<file path="src/rtl/fetch_prefetch_unit_if.sv">
// Instruction-memory and consumer-side bus of the fetch/prefetch unit.
// master = the fetch unit, slave = memory plus instruction consumer.
interface fetch_prefetch_unit_if #(
  parameter int BUS = 32
);
  logic           imem_req;
  logic [BUS-1:0] imem_addr;
  logic           imem_ack;
  logic [BUS-1:0] imem_data;
  logic           instr_valid;
  logic [BUS-1:0] instr;
  logic [BUS-1:0] instr_pc;
  logic           instr_ready;
  logic           redirect;
  logic [BUS-1:0] redirect_pc;

  modport master (
    output imem_req, imem_addr, instr_valid, instr, instr_pc,
    input  imem_ack, imem_data, instr_ready, redirect, redirect_pc
  );

  modport slave (
    input  imem_req, imem_addr, instr_valid, instr, instr_pc,
    output imem_ack, imem_data, instr_ready, redirect, redirect_pc
  );
endinterface

</file>
<file path="src/rtl/fetch_prefetch_unit.sv">
// Instruction fetch unit with a DEPTH-entry prefetch queue and redirect handling.
// Define FETCH_BYPASS_EN to present an acked word directly when the queue is empty.
module fetch_prefetch_unit #(
  parameter int BUS   = 32,
  parameter int DEPTH = 4
) (
  input  logic                   clk,
  input  logic                   reset,
  fetch_prefetch_unit_if.master  bus,
  output logic [1:0]             o_dbg_state,
  output logic [$clog2(DEPTH):0] o_dbg_count
);
  localparam int             AW      = $clog2(DEPTH);
  localparam logic [AW:0]    DEPTH_C = (AW+1)'(DEPTH);

  typedef enum logic [1:0] {
    ST_IDLE    = 2'd0,
    ST_REQ     = 2'd1,
    ST_DISCARD = 2'd2
  } state_t;

  state_t         r_state;
  state_t         w_state_nxt;
  logic [BUS-1:0] r_pc;
  logic [BUS-1:0] r_req_addr;
  logic [AW-1:0]  r_wptr;
  logic [AW-1:0]  r_rptr;
  logic [AW:0]    r_count;
  logic [BUS-1:0] r_fifo_pc    [DEPTH];
  logic [BUS-1:0] r_fifo_instr [DEPTH];

  logic           w_empty;
  logic           w_issue;
  logic           w_ack_ok;
  logic           w_bypass;
  logic           w_push;
  logic           w_pop;
  logic [BUS-1:0] w_redir_pc;
  logic           w_unused;

  assign w_unused   = ^bus.redirect_pc[1:0];
  assign w_redir_pc = {bus.redirect_pc[BUS-1:2], 2'b00};

  // Handshakes: imem_req/imem_addr are held from issue until the cycle with
  // imem_ack=1, which completes the read; an instruction word transfers on a
  // rising edge where instr_valid && instr_ready, and valid never waits on ready.
  always_ff @(posedge clk or negedge reset) begin
    if (!reset) r_state <= ST_IDLE;
    else        r_state <= w_state_nxt;
  end

  always_comb begin
    w_state_nxt = r_state;
    case (r_state)
      ST_IDLE: begin
        // An issue acked in the same cycle completes without leaving IDLE.
        if (w_issue && !bus.imem_ack)
          w_state_nxt = bus.redirect ? ST_DISCARD : ST_REQ;
      end
      ST_REQ: begin
        if (bus.imem_ack)     w_state_nxt = ST_IDLE;
        else if (bus.redirect) w_state_nxt = ST_DISCARD;
      end
      ST_DISCARD: begin
        if (bus.imem_ack) w_state_nxt = ST_IDLE;
      end
      default: w_state_nxt = ST_IDLE;
    endcase
  end

  always_comb begin
    w_empty  = (r_count == '0);
    // The ack writes the FIFO at the same edge, so no word is ever in flight
    // outside the counter and the occupancy alone gates a new issue.
    w_issue  = reset && (r_state == ST_IDLE) && (r_count < DEPTH_C);
    w_ack_ok = bus.imem_ack && ((r_state == ST_REQ) || w_issue) && !bus.redirect;
`ifdef FETCH_BYPASS_EN
    w_bypass = w_empty && w_ack_ok;
`else
    w_bypass = 1'b0;
`endif
    w_pop    = !w_empty && bus.instr_ready && !bus.redirect;
    w_push   = w_ack_ok && !(w_bypass && bus.instr_ready);

    bus.imem_req    = (r_state != ST_IDLE) || w_issue;
    bus.imem_addr   = (r_state == ST_IDLE) ? r_pc : r_req_addr;
    bus.instr_valid = !w_empty || w_bypass;
    bus.instr       = '0;
    bus.instr_pc    = '0;
    if (!w_empty) begin
      bus.instr    = r_fifo_instr[r_rptr];
      bus.instr_pc = r_fifo_pc[r_rptr];
    end else if (w_bypass) begin
      bus.instr    = bus.imem_data;
      bus.instr_pc = bus.imem_addr;
    end

    o_dbg_state = r_state;
    o_dbg_count = r_count;
  end

  always_ff @(posedge clk or negedge reset) begin
    if (!reset) begin
      r_pc       <= '0;
      r_req_addr <= '0;
      r_wptr     <= '0;
      r_rptr     <= '0;
      r_count    <= '0;
    end else begin
      if (w_issue) r_req_addr <= r_pc;
      if (bus.redirect) begin
        r_pc    <= w_redir_pc;
        r_wptr  <= '0;
        r_rptr  <= '0;
        r_count <= '0;
      end else begin
        if (w_ack_ok) r_pc   <= r_pc + BUS'(4);
        if (w_push)   r_wptr <= r_wptr + AW'(1);
        if (w_pop)    r_rptr <= r_rptr + AW'(1);
        r_count <= r_count + {{AW{1'b0}}, w_push} - {{AW{1'b0}}, w_pop};
      end
    end
  end

  // Storage needs no reset: the head is only presented while count != 0.
  always_ff @(posedge clk) begin
    if (w_push) begin
      r_fifo_pc[r_wptr]    <= bus.imem_addr;
      r_fifo_instr[r_wptr] <= bus.imem_data;
    end
  end
endmodule

</file>
<file path="src/flat_wrapper.sv">
// flat-port wrapper written by rule: the top's interface ports become plain ports
module fetch_prefetch_unit_flat 
#(
  parameter int BUS   = 32,
  parameter int DEPTH = 4
)
  (clk, reset, o_dbg_state, o_dbg_count, bus_imem_req, bus_imem_addr, bus_instr_valid, bus_instr, bus_instr_pc, bus_imem_ack, bus_imem_data, bus_instr_ready, bus_redirect, bus_redirect_pc);
  fetch_prefetch_unit_if #(.BUS(BUS)) bus_i ();
  input  logic clk;
  input  logic reset;
  output logic [1:0] o_dbg_state;
  output logic [$clog2(DEPTH):0] o_dbg_count;
  output wire logic [$bits(bus_i.imem_req)-1:0] bus_imem_req;
  output wire logic [$bits(bus_i.imem_addr)-1:0] bus_imem_addr;
  output wire logic [$bits(bus_i.instr_valid)-1:0] bus_instr_valid;
  output wire logic [$bits(bus_i.instr)-1:0] bus_instr;
  output wire logic [$bits(bus_i.instr_pc)-1:0] bus_instr_pc;
  input wire logic [$bits(bus_i.imem_ack)-1:0] bus_imem_ack;
  input wire logic [$bits(bus_i.imem_data)-1:0] bus_imem_data;
  input wire logic [$bits(bus_i.instr_ready)-1:0] bus_instr_ready;
  input wire logic [$bits(bus_i.redirect)-1:0] bus_redirect;
  input wire logic [$bits(bus_i.redirect_pc)-1:0] bus_redirect_pc;
  assign bus_imem_req = bus_i.imem_req;
  assign bus_imem_addr = bus_i.imem_addr;
  assign bus_instr_valid = bus_i.instr_valid;
  assign bus_instr = bus_i.instr;
  assign bus_instr_pc = bus_i.instr_pc;
  assign bus_i.imem_ack = bus_imem_ack;
  assign bus_i.imem_data = bus_imem_data;
  assign bus_i.instr_ready = bus_instr_ready;
  assign bus_i.redirect = bus_redirect;
  assign bus_i.redirect_pc = bus_redirect_pc;
  fetch_prefetch_unit #(.BUS(BUS), .DEPTH(DEPTH)) u_core (.clk(clk), .reset(reset), .bus(bus_i), .o_dbg_state(o_dbg_state), .o_dbg_count(o_dbg_count));
endmodule
</file>
<file path="config.mk">
export PLATFORM = sky130hd
export DESIGN_NAME = fetch_prefetch_unit_flat
export DESIGN_NICKNAME = d
export VERILOG_FILES = /design/src/rtl/fetch_prefetch_unit_if.sv /design/src/rtl/fetch_prefetch_unit.sv /design/src/flat_wrapper.sv
export SDC_FILE = /design/constraint.sdc
export NUM_CORES = 1
export LEC_CHECK = 0
export BUFFER_PORTS_ARGS = -buffer_cell sky130_fd_sc_hd__buf_2
export CAP_MARGIN = 25
export CORE_MARGIN = 3
export CORE_UTILIZATION = 45
export DETAILED_ROUTE_END_ITERATION = 8
export GPL_ROUTABILITY_DRIVEN = 0
export PLACE_DENSITY = 0.75
export SLEW_MARGIN = 30
export SYNTH_ARGS = -nofsm -noshare
export SYNTH_HDL_FRONTEND = slang
export SYNTH_SLANG_ARGS = --single-unit
</file>
<file path="constraint.sdc">
create_clock -name clk -period 4.66 [get_ports clk]
set_clock_uncertainty 0.2 [all_clocks]
set_input_delay 0.699 -clock clk [delete_from_list [all_inputs] [get_ports clk]]
set_output_delay 0.699 -clock clk [all_outputs]
set_load 0.05 [all_outputs]
</file>
==> results of run 1 <==
layout by cell type, fill, tap and decap left out, drive strengths merged, types with 6 or more instances in the layout:
cell,n
buf,177
xor2,7
nand2,21
clkbuf,46
edfxtp,248
o21ai,15
inv,11
and2,67
a31oi,18
or4,15
nand3,10
clkinv,14
ha,7
and4,6
nor2,31
mux2,60
nand4,9
dfrtp,69
mux4,62
o31ai,14
Yosys cell counts, types with 2 or more instances:
library cell	n
edfxtp_1	248
dfrtp_1	69
and2_1	67
mux4_2	62
mux2_2	60
clkbuf_1	37
nor2_1	31
nand2_1	21
a31oi_1	18
o21ai_0	14
o31ai_1	14
or4_1	14
inv_1	11
nand3_1	10
nand4_1	8
buf_2	7
ha_1	7
xor2_1	7
and4_1	6
o311ai_0	5
or3_1	5
xnor2_1	5
a21oi_1	4
buf_4	4
o211ai_1	4
mux2i_1	3
o2111ai_1	3
or2_2	3
a211oi_1	2
and3_1	2
buf_6	2
nor2b_1	2
area by class of cell:
cell class / instances / area share [%]
tap: 384 / 3.09
multi-input combinational: 394 / 24.6
timing repair buffer: 177 / 6.45
inverter: 11 / 0.266
antenna: 1 / 0.0161
clock buffer: 46 / 6.17
clock inverter: 15 / 0.426
sequential: 317 / 59.0
through the flow:
step	power (mW)	instances
floorplan	5.88	774
global placement	6.60	1279
detailed placement	6.64	1281
CTS	9.10	1342
global route	9.39	1345
finish	8.98	1345
power breakdown:
group          total [mW]  switching [mW]  internal [mW]
combinational        2.94            1.99          0.946
sequential           3.60           0.231           3.37
clock                2.45            1.00           1.44
critical path: stages, from the launching register on:
cell and delay [ns]:
dfrtp_4 0.95, buf_12 0.30, mux4_2 0.53, and2_1 0.18
buf_2 0.21
per-layer routing:
| layer | routed length [microns] | part of all wire [%] | track usage, % |
|---|---|---|---|
| met3 | 1490 | 5.5 | 3.04 |
| met2 | 13300 | 49 | 28.8 |
| met5 | 0 | 0 | 0 |
| met4 | 648 | 2.4 | 5.40 |
| met1 | 11800 | 43 | 23.7 |
state kept, by name, indices dropped and copies added, names as in the netlist:
| name | flops |
|---|---|
| u_core.o_dbg_count | 3 |
| u_core.o_dbg_state | 2 |
| u_core.r_fifo_instr | 128 |
| u_core.r_fifo_pc | 120 |
| u_core.r_pc | 30 |
| u_core.r_req_addr | 30 |
| u_core.r_rptr | 2 |
| u_core.r_wptr | 2 |
cells by family (layout without fill, tap and decap cells):
kind of cell,after synthesis,after routing
xor gates and xnor gates,12,12
muxes,125,125
and+or+nand+nor,179,179
other,1,5
DFF,317,317
buffers and inverters,63,249
AOI/OAI and AO/OA,66,66
adders and majority gates,8,8
worst paths after layout:
check / slack (ns) / startpoint / to
setup / recovery: 1.10 / u_core.r_rptr[0]$_DFFE_PN0P_ / bus_instr[18]
hold / removal: 0.21 / reset / u_core.r_pc[10]$_DFFE_PN0N_
setup reg to reg: 1.81 / u_core.o_dbg_count[1]$_DFF_PN0_ / u_core.o_dbg_count[2]$_DFF_PN0_
hold reg to reg: 0.30 / u_core.r_req_addr[4]$_DFFE_PN0P_ / u_core.r_req_addr[4]$_DFFE_PN0P_
max in group asynchronous: 3.58 / reset / u_core.r_rptr[0]$_DFFE_PN0P_
min in group clk: 0.22 / bus_imem_data[26] / u_core.r_fifo_instr[1][26]$_DFFE_PP_
==> results.py, run 1 <==
metrics = {
    "run_status": {
        "status": "finished clean",
    },
    "clock_tree": {
        "cts_buffers": 34,
        "cts_buffer_depth": 3,
        "cts_setup_buffers": 0,
        "cts_root_buf": "clkbuf_16",
        "hold_buffers": 0,
        "clock_sinks": 317,
        "cts_tree": "built",
        "cts_resized": 0,
        "htreeDepth": 2,
        "insertion_delay_ns": 0.50,
        "path_clk_slew_ns": 0.06,
    },
    "sta": {
        "fin_crit_ns": 3.56,
        "hold_violations": 0,
        "slew_headroom_pct": 39.6,
        "maxSlewViolCount": 0,
        "setup_viol": 0,
        "finalCritPeriodShare_pct": 76.5,
        "final.setup.worst_slack_ns": 1.10,
        "rsz0062_at_grt": "false",
        "tightestPinTransition_ns": 0.901,
        "setup_tns_ns": 0,
        "fmaxAchievable_mhz": 281,
        "hold_ws_ns": 0.210,
    },
    "power": {
        "vdd_drop_max_mv": 0.265,
        "p_leak_nw": 5.55,
        "power_density_nw_per_um2": 578,
    },
    "synth": {
        "ys_warn_count": 0,
        "ys_top_cells_by_area": "edfxtp_1 (56%), dfrtp_1 (13%), mux4_2 (11%), mux2_2 (5.1%), and2_1 (3.2%)",
        "synthAdderAreaFrac_pct": 0.813,
        "syn_avg_cell_area_sq_um": 17.2,
        "synth_top_cell_by_area": "edfxtp_1",
        "synth_compound_area_share_pct": 3.30,
        "synth_xor_xnor_area_share_pct": 0.794,
        "synth_top_family_by_area": "multiplexers",
        "ys.flop_type": "edfxtp_1",
        "synth.top_cell.area_share_pct": 56.3,
        "yosysUniqueCellTypes": 48,
        "ys_async_sr_fraction_pct": 21.8,
        "synth.area.mux_share_pct": 15.9,
        "synth_area_sq_um": 13200,
        "ys_seq_area_share_pct": 69.3,
        "synth_enable_flop_cells": 248,
        "synthSimpleGateAreaFrac_pct": 7.80,
        "ys_seq_elements": 317,
        "netlist_instances": 771,
    },
    "die": {
        "fp.dieH_microns": 178,
        "initial_core_util_pct": 45.9,
        "coreArea_sq_um": 28900,
        "die_w_microns": 178,
        "dieArea_sq_um": 31500,
        "num_rows": 62,
        "ios": 172,
    },
    "layout": {
        "drive_gt1_share_pct": 37.3,
        "syn_to_final_growth_pct": 17.5,
        "stdcell_area_sq_um": 15500,
        "multi_input_area_sq_um": 3820,
        "nets": 1012,
        "n_fill_cell": 2384,
        "post-route-util_pct": 53.9,
        "regArea_sq_um": 9180,
    },
    "job": {
        "cap_violations": 0,
    },
    "worst_setup_path": {
        "crit_arrival_ns": 2.67,
        "crit_type": "reg2out",
        "crit_path_end_kind": "primary output",
        "required_ns": 3.76,
        "reg2reg_depth": 10,
        "cp-start-kind": "flop",
        "cp_max_fo": 37,
    },
    "global_routing": {
        "antenna_found_initial": 1,
        "grt_pass1_wl_mm": 42.2,
        "grtUsageTotal_pct": 17.4,
        "grt_max_degree": 70,
        "grt_pass1_vias": 7434,
        "overflow": 0,
    },
    "routing": {
        "drc": 0,
        "finalWirelength_mm": 27.2,
        "ant_nets": 0,
        "wl_per_cell_microns": 20.2,
        "drtPass1Iterations": 5,
        "vias_per_cell": 5.46,
        "first_iter_violations": 447,
        "vias": 7344,
    },
    "hold_path": {
        "hp-class": "in2async",
    },
    "place": {
        "io_buffer_count": 165,
        "placed_cell_area_sq_um": 14500,
        "dp_hpwl_mm": 17.0,
        "dp_slack_ns": 1.36,
    },
}
Power figures use the tool's default switching activity.
==> inputs of run 2 (changes only) <==
--- a/config.mk
+++ b/config.mk
@@ -11,7 +11,7 @@
 export CORE_UTILIZATION = 45
 export DETAILED_ROUTE_END_ITERATION = 8
 export GPL_ROUTABILITY_DRIVEN = 0
-export PLACE_DENSITY = 0.75
+export PLACE_DENSITY = 0.77
 export SLEW_MARGIN = 30
 export SYNTH_ARGS = -nofsm -noshare
 export SYNTH_HDL_FRONTEND = slang
==> constraint.sdc (replaced) <==
create_clock -name clk -period 3.2 [get_ports clk]
set_clock_uncertainty 0.2 [all_clocks]
set_input_delay 0.48 -clock clk [delete_from_list [all_inputs] [get_ports clk]]
set_output_delay 0.48 -clock clk [all_outputs]
set_load 0.05 [all_outputs]
==> results.py, run 2 (synthesized netlist as in run 1, its figures left out) <==
metrics = {
    "worst_setup_path": {
        "crit_type": "reg2out",
        "path_cells": "nor2_2 > buf_4 > mux2_2 > buf_2",
        "crit_path_end_kind": "primary output",
        "r2r-start": "u_core.o_dbg_count[1]$_DFF_PN0_",
        "required_ns": 2.52,
        "cp-start-kind": "flop",
        "cp_max_fo": 30,
        "crit_arrival_ns": 2.33,
        "max_stage_delay_ns": 0.54,
        "r2r-end": "u_core.o_dbg_count[2]$_DFF_PN0_",
        "path_buf_inv": 2,
        "reg2reg_depth": 10,
        "regToRegSetupSlack_ns": 0.68,
        "crit_path_top_delay_cell": "dfrtp_1",
        "cp_top_family": "buffers and inverters",
    },
    "layout": {
        "layout_commonest_cell": "edfxtp_1",
        "regArea_sq_um": 9180,
        "mostFrequentLayoutCells": "edfxtp_1 (248), buf_2 (165), dfrtp_1 (67)",
        "reg_top3": "u_core.r_fifo_instr x128, u_core.r_fifo_pc x120",
        "stdcell_area_sq_um": 16200,
        "syn_to_final_growth_pct": 22.4,
        "final_cell_count_no_fill": 1398,
        "largest_reg_flops": 128,
        "n_fill_cell": 2277,
        "multi_input_area_sq_um": 3820,
        "drive_gt1_share_pct": 37.2,
        "nets": 1064,
        "top_register": "u_core.r_fifo_instr",
    },
    "clock_tree": {
        "cts_root_buf": "clkbuf_16",
        "cts_buffers": 36,
        "path_clk_slew_ns": 0.06,
        "clock_sinks": 317,
        "cts_buffer_depth": 3,
        "insertion_delay_ns": 0.51,
        "htreeDepth": 2,
        "cts_tree": "built",
    },
    "power": {
        "p_switching_mw": 4.79,
        "power_density_nw_per_um2": 840,
        "power_frac_clock_pct": 29.5,
        "power.share.sequential_pct": 37.7,
        "swShare_pct": 35.2,
        "vdd_drop_max_mv": 0.315,
        "p_leak_nw": 5.85,
        "power_frac_comb_pct": 32.8,
        "p_int_mw": 8.81,
    },
    "die": {
        "coreArea_sq_um": 28900,
        "ios": 172,
        "initial_core_util_pct": 45.9,
        "num_rows": 62,
        "fp.dieH_microns": 178,
        "die_w_microns": 178,
        "dieArea_sq_um": 31500,
    },
    "global_routing": {
        "top_usage_layer": "met2",
        "grt_pass1_vias": 7697,
        "antenna_found_initial": 1,
        "met1_usage_pct": 24.9,
        "grtUsageTotal_pct": 17.9,
        "overflow": 0,
        "grt_max_degree": 70,
        "grtUsageMet3_pct": 2.87,
        "grt_pass1_wl_mm": 43.4,
        "use_met2_pct": 29.4,
    },
    "sta": {
        "tightestPinTransition_ns": 0.629,
        "maxSlewViolCount": 0,
        "rsz0062_at_grt": "false",
        "fmaxAchievable_mhz": 332,
        "slew_headroom_pct": 58.1,
        "final.setup.worst_slack_ns": 0.185,
        "setup_tns_ns": 0,
        "fin_crit_ns": 3.01,
        "hold_ws_ns": 0.0264,
        "finalCritPeriodShare_pct": 94.2,
        "hold_violations": 0,
        "setup_viol": 0,
    },
    "hold_path": {
        "min_to": "u_core.r_pc[26]$_DFFE_PN0N_",
        "hold_path_startpoint": "bus_redirect_pc[26]",
        "holdPathStages": 3,
        "hp-class": "in2reg",
    },
    "routing": {
        "wl_per_cell_microns": 20.2,
        "drc": 0,
        "first_iter_violations": 448,
        "vias": 7607,
        "finalWirelength_mm": 28.3,
        "drtPass1Iterations": 4,
        "vias_per_cell": 5.44,
        "ant_nets": 0,
    },
    "place": {
        "dp_slack_ns": 0.588,
        "dp_hpwl_mm": 18.1,
        "placed_cell_area_sq_um": 14600,
        "place_inst": 1293,
        "io_buffer_count": 165,
    },
    "run_status": {
        "status": "finished clean",
    },
    "job": {
        "cap_violations": 0,
    },
}
## run 2: cell types whose count changed in the layout (fill, tap and decap cells not counted), moves of 3 or more
cell	previous run	this run
clkinv_1	9	4
buf_12	5	9
inv_6	0	3
bufinv_16	0	4
buf_4	5	12
dlygate4sd3_1	0	39
## run 2: worst max path at each step
stage	startpoint	to	slack, ns	cells after the start
2_1_floorplan	u_core.o_dbg_count[2]$_DFF_PN0_	u_core.r_fifo_instr[0][0]$_DFFE_PP_	0.27	5
3_3_place_gp	reset	u_core.r_fifo_pc[2][9]$_DFFE_PP_	0.65	6
4_1_cts	u_core.o_dbg_state[0]$_DFFE_PN0P_	bus_imem_addr[17]	0.17	4
5_1_grt	u_core.o_dbg_state[0]$_DFFE_PN0P_	bus_imem_addr[17]	0.06	4
6_report	u_core.o_dbg_state[0]$_DFFE_PN0P_	bus_imem_addr[15]	0.19	4
3_5_place_dp	reset	u_core.r_fifo_pc[2][6]$_DFFE_PP_	0.59	6
## run 2: metal layers
metal	wire [microns]	vias to the layer above
li1	-	3466
met1	12300	3856
met2	14000	247
met3	1410	38
met4	567	0
met5	0	-
## run 2: cell type report
| type | count | share of cell area, % |
|---|---|---|
| repair buffers | 227 | 9.29 |
| well taps | 384 | 2.97 |
| clock inverters | 18 | 1.24 |
| diodes | 1 | 0.0154 |
| clock buffers | 46 | 5.99 |
| flip-flops and latches | 317 | 56.7 |
| inverters | 11 | 0.255 |
| multi-input cells | 394 | 23.6 |
## run 2: repair_timing
item	4_1_cts	5_1_grt
gates resized for setup	0	0
buffers inserted	0	0
hold endpoints to repair	133	69
setup endpoints to repair	0	0
hold buffers	38	1
## run 2: worst register-to-register path, delay by kind of cell (launching register included)
kind	cells	cell delay [ns]
adder cells (fa/ha/maj)	3	0.78
flip-flops	1	0.43
XOR/XNOR	1	0.16
buffers and inverters	2	0.11
AND/OR/NAND/NOR	4	0.71
## run 2: power by group through the flow
| stage | logic, mW | registers [mW] | clock network (mW) |
|---|---|---|---|
| 2_1_floorplan | 3.40 | 5.16 | 0 |
| 3_3_place_gp | 4.44 | 5.18 | 0 |
| 3_5_place_dp | 4.48 | 5.21 | 0 |
| 4_1_cts | 4.53 | 5.13 | 4.11 |
| 5_1_grt | 4.75 | 5.17 | 4.27 |
| 6_report | 4.47 | 5.13 | 4.01 |
## run 2: stage by stage
step                util [%]  total power, mW
finish                  56.1             13.6
global route            56.1             14.2
CTS                     56.0             13.8
detailed placement      50.7             9.69
global placement        50.7             9.62
floorplan                  -             8.56
